--- config.mk ---
export PLATFORM = sky130hd
export DESIGN_NAME = mwave_timer_fsm
export DESIGN_NICKNAME = d
export VERILOG_FILES = /design/src/rtl/mwave_timer_fsm.sv
export SDC_FILE = /design/constraint.sdc
export NUM_CORES = 1
export LEC_CHECK = 0
export ABC_AREA = 1
export ABC_CLOCK_PERIOD_IN_PS = 4390
export BUFFER_PORTS_ARGS = -buffer_cell sky130_fd_sc_hd__buf_2
export CAP_MARGIN = 10
export CORE_ASPECT_RATIO = 0.8
export CORE_MARGIN = 3
export CORE_UTILIZATION = 35
export DETAILED_ROUTE_END_ITERATION = 10
export SLEW_MARGIN = 20
export SYNTH_ARGS = -nofsm -noshare
export SYNTH_HDL_FRONTEND = slang
export SYNTH_SLANG_ARGS = --single-unit
export TNS_END_PERCENT = 100
--- constraint.sdc ---
create_clock -name clk -period 4.39 [get_ports clk]
set_input_delay 0.6585 -clock clk [delete_from_list [all_inputs] [get_ports clk]]
set_output_delay 0.6585 -clock clk [all_outputs]
set_load 0.02 [all_outputs]
--- src/rtl/mwave_timer_fsm.sv ---
// Microwave cooking controller: W-bit tick-driven countdown with load/start/pause/cancel/door FSM.
// Define MWR_BEEP_EN to hold an end-of-cook beep for BEEP_TICKS ticks; otherwise DONE lasts one cycle.
module mwave_timer_fsm #(
  parameter int W          = 8,
  parameter int BEEP_TICKS = 3
) (
  input  logic         clk,
  input  logic         rst,
  input  logic         tick,
  input  logic [W-1:0] tin,
  input  logic         load,
  input  logic         start,
  input  logic         stop,
  input  logic         door,
  output logic         p,
  output logic         busy,
  output logic [W-1:0] remain,
  output logic         done,
  output logic         beep
);

  typedef enum logic [1:0] {S_IDLE, S_RUN, S_PAUSE, S_DONE} state_t;

  if (BEEP_TICKS < 1) begin : g_bad_beep_ticks
    $error("BEEP_TICKS must be at least 1");
  end

  state_t         state_q, state_d;
  logic [W-1:0]   remain_q, remain_d;
  logic           p_q, p_d;
  logic           busy_q, busy_d;
  logic           done_q, done_d;

`ifdef MWR_BEEP_EN
  localparam int             BW        = $clog2(BEEP_TICKS + 1);
  localparam logic [BW-1:0]  BEEP_LAST = BW'(BEEP_TICKS - 1);
  logic [BW-1:0]  beep_cnt_q, beep_cnt_d;
  logic           beep_q, beep_d;
`endif

  always_comb begin
    state_d  = state_q;
    remain_d = remain_q;
`ifdef MWR_BEEP_EN
    beep_cnt_d = '0;
`endif
    case (state_q)
      S_IDLE: begin
        if (load) begin
          remain_d = tin;
        end else if (start && (remain_q != '0) && !door) begin
          state_d = S_RUN;
        end
      end
      S_RUN: begin
        // Interlock wins over the time base: no decrement on the pausing cycle.
        if (stop || door) begin
          state_d = S_PAUSE;
        end else if (tick) begin
          remain_d = remain_q - W'(1);
          if (remain_q == W'(1)) state_d = S_DONE;
        end
      end
      S_PAUSE: begin
        if (stop) begin
          state_d  = S_IDLE;
          remain_d = '0;
        end else if (start && !door) begin
          state_d = S_RUN;
        end
      end
      S_DONE: begin
`ifdef MWR_BEEP_EN
        // Counter starts at 0 on entry; only ticks sampled while in DONE advance it.
        beep_cnt_d = beep_cnt_q;
        if (stop) begin
          state_d = S_IDLE;
        end else if (tick) begin
          if (beep_cnt_q == BEEP_LAST) state_d = S_IDLE;
          else                         beep_cnt_d = beep_cnt_q + BW'(1);
        end
`else
        state_d = S_IDLE;
`endif
      end
      default: state_d = S_IDLE;
    endcase

    p_d    = (state_d == S_RUN);
    busy_d = (state_d == S_RUN) || (state_d == S_PAUSE);
    done_d = (state_d == S_DONE) && (state_q != S_DONE);
`ifdef MWR_BEEP_EN
    beep_d = (state_d == S_DONE);
`endif
  end

  always_ff @(posedge clk) begin
    if (rst) begin
      state_q  <= S_IDLE;
      remain_q <= '0;
      p_q      <= 1'b0;
      busy_q   <= 1'b0;
      done_q   <= 1'b0;
`ifdef MWR_BEEP_EN
      beep_cnt_q <= '0;
      beep_q     <= 1'b0;
`endif
    end else begin
      state_q  <= state_d;
      remain_q <= remain_d;
      p_q      <= p_d;
      busy_q   <= busy_d;
      done_q   <= done_d;
`ifdef MWR_BEEP_EN
      beep_cnt_q <= beep_cnt_d;
      beep_q     <= beep_d;
`endif
    end
  end

  assign p      = p_q;
  assign busy   = busy_q;
  assign remain = remain_q;
  assign done   = done_q;
`ifdef MWR_BEEP_EN
  assign beep   = beep_q;
`else
  assign beep   = 1'b0;
`endif

endmodule

# After elaboration in Yosys (flattened, before gate mapping)
# Cells that the tools add are included.
# W data, S select, Z words.
[word_totals]
reg_bits = 13
word_cells = 42
output_inout_bits = 12
inputBits = 15
[classes]
n_reduce_logical = 11
mux = 13
eq_ne = 12
n_addsub = 1
[ops]
columns = ["cell", "n"]
rows = [
  ["$mux W8", 4],
  ["$pmux W8 S3", 1],
  ["$mux W2", 7],
  ["$ne A2 B2 Y1 const B", 5],
  ["$eq A2 B2 Y1 const B", 4],
  ["$eq A8 B1 Y1 const B", 1],
  ["$pmux W2 S4", 1],
  ["$reduce_bool A8 Y1", 1],
  ["$sub A8 B1 Y8 const B", 1],
  ["$reduce_and A5 Y1", 1],
  ["$eq A2 B1 Y1 const B", 2],
  ["$logic_and A1 B1 Y1", 4],
  ["$reduce_bool A3 Y1", 1],
  ["$logic_not A2 Y1", 1],
  ["$logic_or A1 B1 Y1", 2],
  ["$logic_not A1 Y1", 1],
]

# Logic depth before layout (Yosys ltp)
# Gate-level depths: netlist (run 1).
[depth]
word_depth = 8
ltp_mapped = 13

# Least setup slack after synthesis (run 1)
# OpenSTA, ideal clock, no wires.
[synth_timing]
path_kind = "input-to-reg"
startpoint = "input door"
endpoint = "register busy_q, in the netlist busy"
slack_ns = 2.726
path_stages = 11
n_path_buf = 0
t_arrival_ns = 1.538
setup_time_ns = 0.126
required_time_ns = 4.264
cell_sequence = "inv_1 nand2_1 nor2_1 o21ai_2 nand2_1 nand2_1 nand2_2 inv_1 ha_1 inv_1 nor2_1"
[synth_between]
elab_chain_cells = 7
elab_cells_between_ends = 13
classes_between = "eq/ne: 2; mux: 6; reduce/logical: 5"
[synth_lines]
columns = ["element", "line", "source"]
rows = [
  ["start, declared", "14", "input logic door,"],
  ["$logic_not A1 Y1", "51, 68", ""],
  ["$logic_and A1 B1 Y1 (on tied branches)", "68, 51", ""],
  ["$mux W2 (on tied branches)", "68, 51", ""],
  ["$mux W2 (on tied branches)", "65, 49", ""],
  ["$pmux W2 S4 *", "47", "case (state_q)"],
  ["net state_d[1]", "28", "state_t state_q, state_d;"],
  ["$eq A2 B1 Y1 / $eq A2 B2 Y1 (equally long branches)", "90", "busy_d = (state_d == S_RUN) || (state_d == S_PAUSE);"],
  ["$logic_or A1 B1 Y1 *", "90", ""],
  ["net busy_d", "31", "logic busy_q, busy_d;"],
  ["end signal, assigned", "112", "busy_q <= busy_d;"],
  ["end, declared", "31", ""],
]
# The timed path passes the listed nets; every way through them passes the cells marked *.
# A chain may end at the register's enable or synchronous reset.

# Worst setup path after layout (run 1)
[layout_timing]
startpoint = "register state_q[1]"
endpoint = "register remain_q[3], in the netlist remain[3]"
[layout_between]
elab_chain_cells = 3
elab_cells_between_ends = 10
classes_between = "eq/ne: 6; mux: 1; reduce/logical: 3"
[layout_lines]
columns = ["element", "line", "source"]
rows = [
  ["start, declared", "28", ""],
  ["start signal, assigned", "109", "state_q <= state_d;"],
  ["$eq A2 B1 Y1, or another cell as far along", "47", ""],
  ["$ne A2 B2 Y1 (no line) / $reduce_bool A3 Y1 (equally long branches)", "n/a", ""],
  ["$reduce_and A5 Y1 (no line)", "n/a", ""],
  ["end signal, assigned", "110", "remain_q <= remain_d;"],
  ["end, declared", "29", "logic [W-1:0] remain_q, remain_d;"],
]
# Parallel ways exist; a longest one is shown, timed or not.

==> flow_summary.yaml, run 1 <==
outcome:
  status: "finished clean"
global_routing:
  antenna_found_initial: 0
  grt_pass1_wl_um: 3930
  grt_max_degree: 13
  first_global_vias: 851
  grt_overflow: 0
  grt_util_all_layers_pct: 14.8
cts:
  cts_setup_buffers: 0
  cts_htree_levels: 1
  cts_root_buf: "clkbuf_8"
  clock_latency_ns: 0.25
  post_cts_resized: 0
  clk_pin_slew_worst_paths_ns: 0.06
  clock-sinks: 13
  tritoncts: "yes"
  cts_buffers: 3
  ctsHoldBuffers: 0
  clockBufferDepth: 2
timing:
  final-hold-violation-count: 0
  period_needed_ns: 1.67
  drv_slew: 0
  fin_ws_ns: 2.72
  fin_skew_ns: 0.00209
  post-route-period-util_pct: 38.0
  setup-violations-final: 0
  rsz0062_at_grt: "no"
  setup_tns_ns: 0
  clock.fmax_ghz: 0.599
logic_synthesis:
  synth-seq-cells: 13
  synth_xor_area_share_pct: 0
  syn-cell-area_um2: 1030
  yosysUniqueCellTypes: 21
  synthMuxAreaShare_pct: 0
  syn_area_per_cell_um2: 6.20
  synth_compound_area_share_pct: 8.38
  synth_adder_area_share_pct: 10.9
  syn_nets: 190
  yosys.area_share.simple_pct: 41.9
  syn_inst: 166
  ys_warn_count: 0
  ys_seq_area_share_pct: 25.3
  synth_top_family_by_area: "simple AND/OR/NAND/NOR gates"
pwr:
  max-vdd-ir-drop_v: 0.000290
  p_leak_nw: 0.687
  powerDensity_nw_per_um2: 850
layout:
  fill_cells: 286
  multi_input_area_um2: 634
  antennaDiodeCount: 0
  syn2layout_area_growth_pct: 18.8
  seq_area_um2: 260
  final_nets: 217
  final_area_um2: 1220
  drive_gt1_share_pct: 25.5
drt:
  via_per_inst: 4.43
  wl_um: 2360
  vias: 1009
  wl_per_cell_um: 10.3
  drtIter0Drc: 78
  firstDrtPassIters: 4
  ant_nets: 0
  drc: 0
floorplanning:
  die-area_um2: 3630
  rows: 16
  fp.dieH_um: 54.5
  dieWidth_um: 66.6
  core_um2: 2620
  start_util_pct: 39.3
  ios: 27
critical_path:
  cp-start-kind: "register"
  end_kind: "register"
  rr_endpoint: "remain[3]"
  path_class: "reg2reg"
  crit_arrival_ns: 1.82
  cp-startpoint: "state_q[1]"
  r2r_start: "state_q[1]"
  worst-r2r-cell-count: 8
  critPathRequiredTime_ns: 4.54
  reg2reg_slack_ns: 2.72
  crit_path_max_fanout: 6
hold_path:
  hold-path-cell-count: 2
  hp-start: "remain[0]"
  hold_end: "remain[0]"
  hp-class: "reg2reg"
placed_design:
  dpl_worst_slack_ns: 2.52
  globalplace.congestion: 0.872
  dp_hpwl_um: 1860
  io_buffer_count: 25
  dpl-instance-area_um2: 1180
run:
  max_cap_viol_count: 0
==> layout make-up <==
cell class                 count  share of cell area, %
clock buffer                   3                   3.37
clock inverter                 1                  0.409
inverter                      30                   9.20
multi-input combinational    120                   51.8
sequential                    13                   21.3
tap                           36                   3.68
timing repair buffer          25                   10.2
==> stage by stage <==
| step | util (%) | hold WS (ns) | std cells | power (mW) |
|---|---|---|---|---|
| finish | 46.7 | 0.518 | 228 | 1.04 |
| global route | 46.7 | 0.559 | 228 | 1.17 |
| floorplan | - | 0.570 | 166 | 0.785 |
| global placement | 44.9 | 0.511 | 224 | 0.923 |
| detailed placement | 44.9 | 0.512 | 224 | 0.927 |
| CTS | 46.7 | 0.522 | 228 | 1.04 |
==> worst max path at each step <==
stage,end,depth (start not counted)
global placement,busy,12
CTS,remain[3],8
finish,remain[3],8
detailed placement,busy,12
global route,remain[3],8
floorplan,busy,11
==> state kept, by name, summed over array words and instances, names as in the netlist <==
| signal | cells |
|---|---|
| done | 1 |
| p | 1 |
| remain | 8 |
| state_q | 2 |
| busy | 1 |
==> critical path, stage by stage (launching register included) <==
cell	delay, ns
dfxtp_1	0.43
inv_1	0.09
ha_1	0.37
nand2_1	0.18
clkinv_1	0.18
o21ai_0	0.12
nor2_1	0.07
nor2_1	0.09
nor2_1	0.05
==> synthesized netlist by cell type (all sizes together) <==
| cell | number | area, µm² |
|---|---|---|
| nor2 | 30 | 140 |
| conb | 1 | 3.75 |
| buf | 2 | 18.8 |
| nand4 | 1 | 6.26 |
| nand3 | 14 | 70.1 |
| clkbuf | 1 | 3.75 |
| ha | 9 | 113 |
| dfxtp | 13 | 260 |
| nand2 | 50 | 215 |
| o21ai | 7 | 38.8 |
| clkinv | 1 | 3.75 |
| inv | 29 | 109 |
| a21oi | 8 | 47.6 |
==> layout by cell type (no fill, tap or decap), types with 2 or more instances in the layout <==
cell	instances
ha_1	9
buf_2	25
nand2_2	8
clkbuf_8	3
inv_2	3
inv_1	26
nand2_1	41
nand3_1	14
dfxtp_1	13
nor2_4	3
a21oi_2	2
nor2_2	2
a21oi_1	6
nor2_1	25
o21ai_0	6
==> metal layers <==
layer / global-route usage (%) / vias up / wire, µm
met5: 0 / - / 0
met4: 7.09 / 0 / 42
met3: 3.70 / 4 / 125
met2: 20.9 / 26 / 914
met1: 20.7 / 427 / 1280
li1: - / 552 / -
==> power breakdown <==
part	total, mW	switching (mW)	leakage (nW)	internal (mW)
clock	0.112	0.0492	0.0255	0.0628
combinational	0.699	0.461	0.554	0.239
sequential	0.229	0.0540	0.107	0.175
total	1.04	0.564	0.687	0.477
==> kinds of logic (layout without fill, tap and decap cells) <==
family	after synthesis	count (layout)
adders and majority gates	9	9
DFF	13	13
other	1	1
AOI/OAI and AO/OA	15	15
buffers and inverters	33	59
and+or+nand+nor	95	95
No activity file was read; power rests on OpenSTA's default activity.
==> inputs of run 2 (changes only) <==
Settings changed: ABC_AREA 1 to 0, ABC_CLOCK_PERIOD_IN_PS 4390 to 1560.
Clock period 4.39 ns to 1.56 ns, I/O delays scaled along.
==> flow_summary.yaml, run 2 <==
drt:
  drtIter0Drc: 91
  via_per_inst: 5.27
  ant_nets: 0
  vias: 1085
  firstDrtPassIters: 4
  wl_um: 2970
  drc: 0
  wl_per_cell_um: 14.4
pwr:
  p_clk_share_pct: 9.9
  power.internal_mw: 1.27
  max-vdd-ir-drop_v: 0.000669
  p_leak_nw: 0.697
  powerDensity_nw_per_um2: 1470
  p_comb_share_pct: 67.9
  swShare_pct: 42.8
  pwr-share-seq_pct: 22.2
  p_sw_mw: 0.953
  power.total_mw: 2.23
global_routing:
  grt_max_degree: 15
  grt_pass1_wl_um: 4960
  antenna_found_initial: 0
  grt_util_all_layers_pct: 19.6
  first_global_vias: 1031
  grt_overflow: 0
critical_path:
  crit_path_max_fanout: 3
  r2r_start: "remain[4]"
  end_kind: "register"
  crit_arrival_ns: 1.98
  cp-startpoint: "remain[4]"
  critPathRequiredTime_ns: 1.74
  cp-start-kind: "register"
  path_class: "reg2reg"
outcome:
  failed_checks: "setup timing"
  status: "complete, but fails checks"
logic_synthesis:
  synthDominantCellAreaShare_pct: 28.7
  syn_area_per_cell_um2: 8.03
  yosysMostFrequentCell: "dfxtp_1"
  synth-async-reset-ratio_pct: 0
  ys_warn_count: 0
  syn_nets: 137
  syn_inst: 113
  ys_seq_area_share_pct: 28.7
  synth_area_leaders: "dfxtp_1 (29%), ha_1 (12%), a21oi_1 (5.5%)"
  synth_top_area_cell: "dfxtp_1"
  yosysUniqueCellTypes: 32
  synthFlopType: "dfxtp_1"
  synth-seq-cells: 13
  synth_edf_count: 0
  synth_common_cells: "dfxtp_1 (13), inv_1 (11), a21oi_1 (10)"
  syn-cell-area_um2: 907
timing:
  setup_tns_ns: -0.982
  clock.fmax_ghz: 0.556
  period_needed_ns: 1.80
  drv_slew: 0
  setup-violations-final: 12
  fin_skew_ns: 0.00646
  post-route-period-util_pct: 115
  rsz0062_at_grt: "yes"
  fin_ws_ns: -0.240
  final-hold-violation-count: 0
cts:
  tritoncts: "yes"
  cts_buffers: 3
  cts_htree_levels: 1
  clock_latency_ns: 0.29
  clockBufferDepth: 2
  clock-sinks: 13
  clk_pin_slew_worst_paths_ns: 0.09
  cts_root_buf: "clkbuf_4"
layout:
  final_nets: 197
  layout_common_cells: "buf_4 (27), buf_2 (25), nor2_1 (9), a21oi_1 (9), o21ai_1 (8)"
  final_common_cell: "buf_4"
  drive_gt1_share_pct: 55.8
  fill_cells: 202
  largest_reg_flops: 8
  syn2layout_area_growth_pct: 66.8
  antennaDiodeCount: 0
floorplanning:
  rows: 15
  ios: 27
  fp.dieH_um: 51.5
  core_um2: 2310
  die-area_um2: 3240
  dieWidth_um: 62.9
  start_util_pct: 39.3
hold_path:
  hp-class: "in2reg"
  hp-start: "rst"
placed_design:
  io_buffer_count: 25
  dp_hpwl_um: 2090
  dpl_worst_slack_ns: -0.250
  globalplace.congestion: 0.854
run:
  max_cap_viol_count: 0
-- run 2: changes by cell type after synthesis, moves of 4 or more --
cell and delta:
nor2_1 -16, nand2_1 -36, nor2b_1 +7, nor4_1 +4, nand3_1 -14, inv_1 -15
nor3_1 +5, a21oi_1 +4, nand2_2 -8
-- run 2: final cells by class --
type | count | area (µm²) | area share [%]
multi-input cells | 86 | 726 | 48.0
flip-flops and latches | 13 | 282 | 18.6
well taps | 34 | 42.5 | 2.81
clock buffers | 4 | 26.3 | 1.74
repair buffers | 58 | 395 | 26.1
inverters | 11 | 41.3 | 2.73
-- run 2: worst paths after layout --
check	end	slack (ns)	depth (start not counted)
worst min register to register	remain[1]	0.54	2
worst max register to register	p	-0.24	6
worst min-delay path	p	0.30	2
worst max-delay path	p	-0.24	6
-- run 2: metal layers --
| metal | vias to the layer above | global-route usage (%) | share of wire [%] |
|---|---|---|---|
| met5 | - | 0 | 0 |
| met1 | 489 | 26.1 | 44 |
| met3 | 4 | 6.26 | 11 |
| met2 | 63 | 30.6 | 45 |
| li1 | 529 | - | - |
| met4 | 0 | 5.49 | 0.98 |
-- run 2: what timing repair did --
item	4_1_cts	5_1_grt
setup buffers	5	0
endpoints found under the setup margin	11	12
pin swaps	14	2
hold buffers	0	0
gates resized for setup	26	4
gates cloned	1	0
-- run 2: kinds of logic after synthesis --
| group | share of synthesized area (%) |
|---|---|
| AO/OA/AOI/OAI | 27.6 |
| adder cells (fa/ha/maj) | 12.4 |
| buffers and inverters | 6.62 |
| flip-flops | 28.7 |
| other | 0.413 |
| AND/OR/NAND/NOR | 24.3 |
-- run 2: worst max-delay path, cell delays in order (launching register included) --
cell      delay, ns
dfxtp_2        0.35
nor4_4         0.36
a311oi_2       0.16
o21a_1         0.22
or3_1          0.32
ha_2           0.17
nor2b_1        0.12
-- run 2: metrics by stage --
step	instances	hold slack, ns	utilization (%)	instance area (µm²)
after floorplan	113	0.306	-	977
after global placement	196	0.515	57.3	1320
after detailed placement	196	0.517	57.3	1320
after CTS	206	0.281	64.8	1500
after global routing	206	0.299	65.5	1510
final	206	0.297	65.5	1510
-- run 2: power groups by stage --
stage	Combinational, mW	Clock [mW]	Sequential (mW)
after floorplan	0.628	0	0.631
after global placement	1.27	0	0.494
after detailed placement	1.29	0	0.497
after CTS	1.47	0.228	0.495
after global routing	1.65	0.239	0.505
final	1.51	0.219	0.495
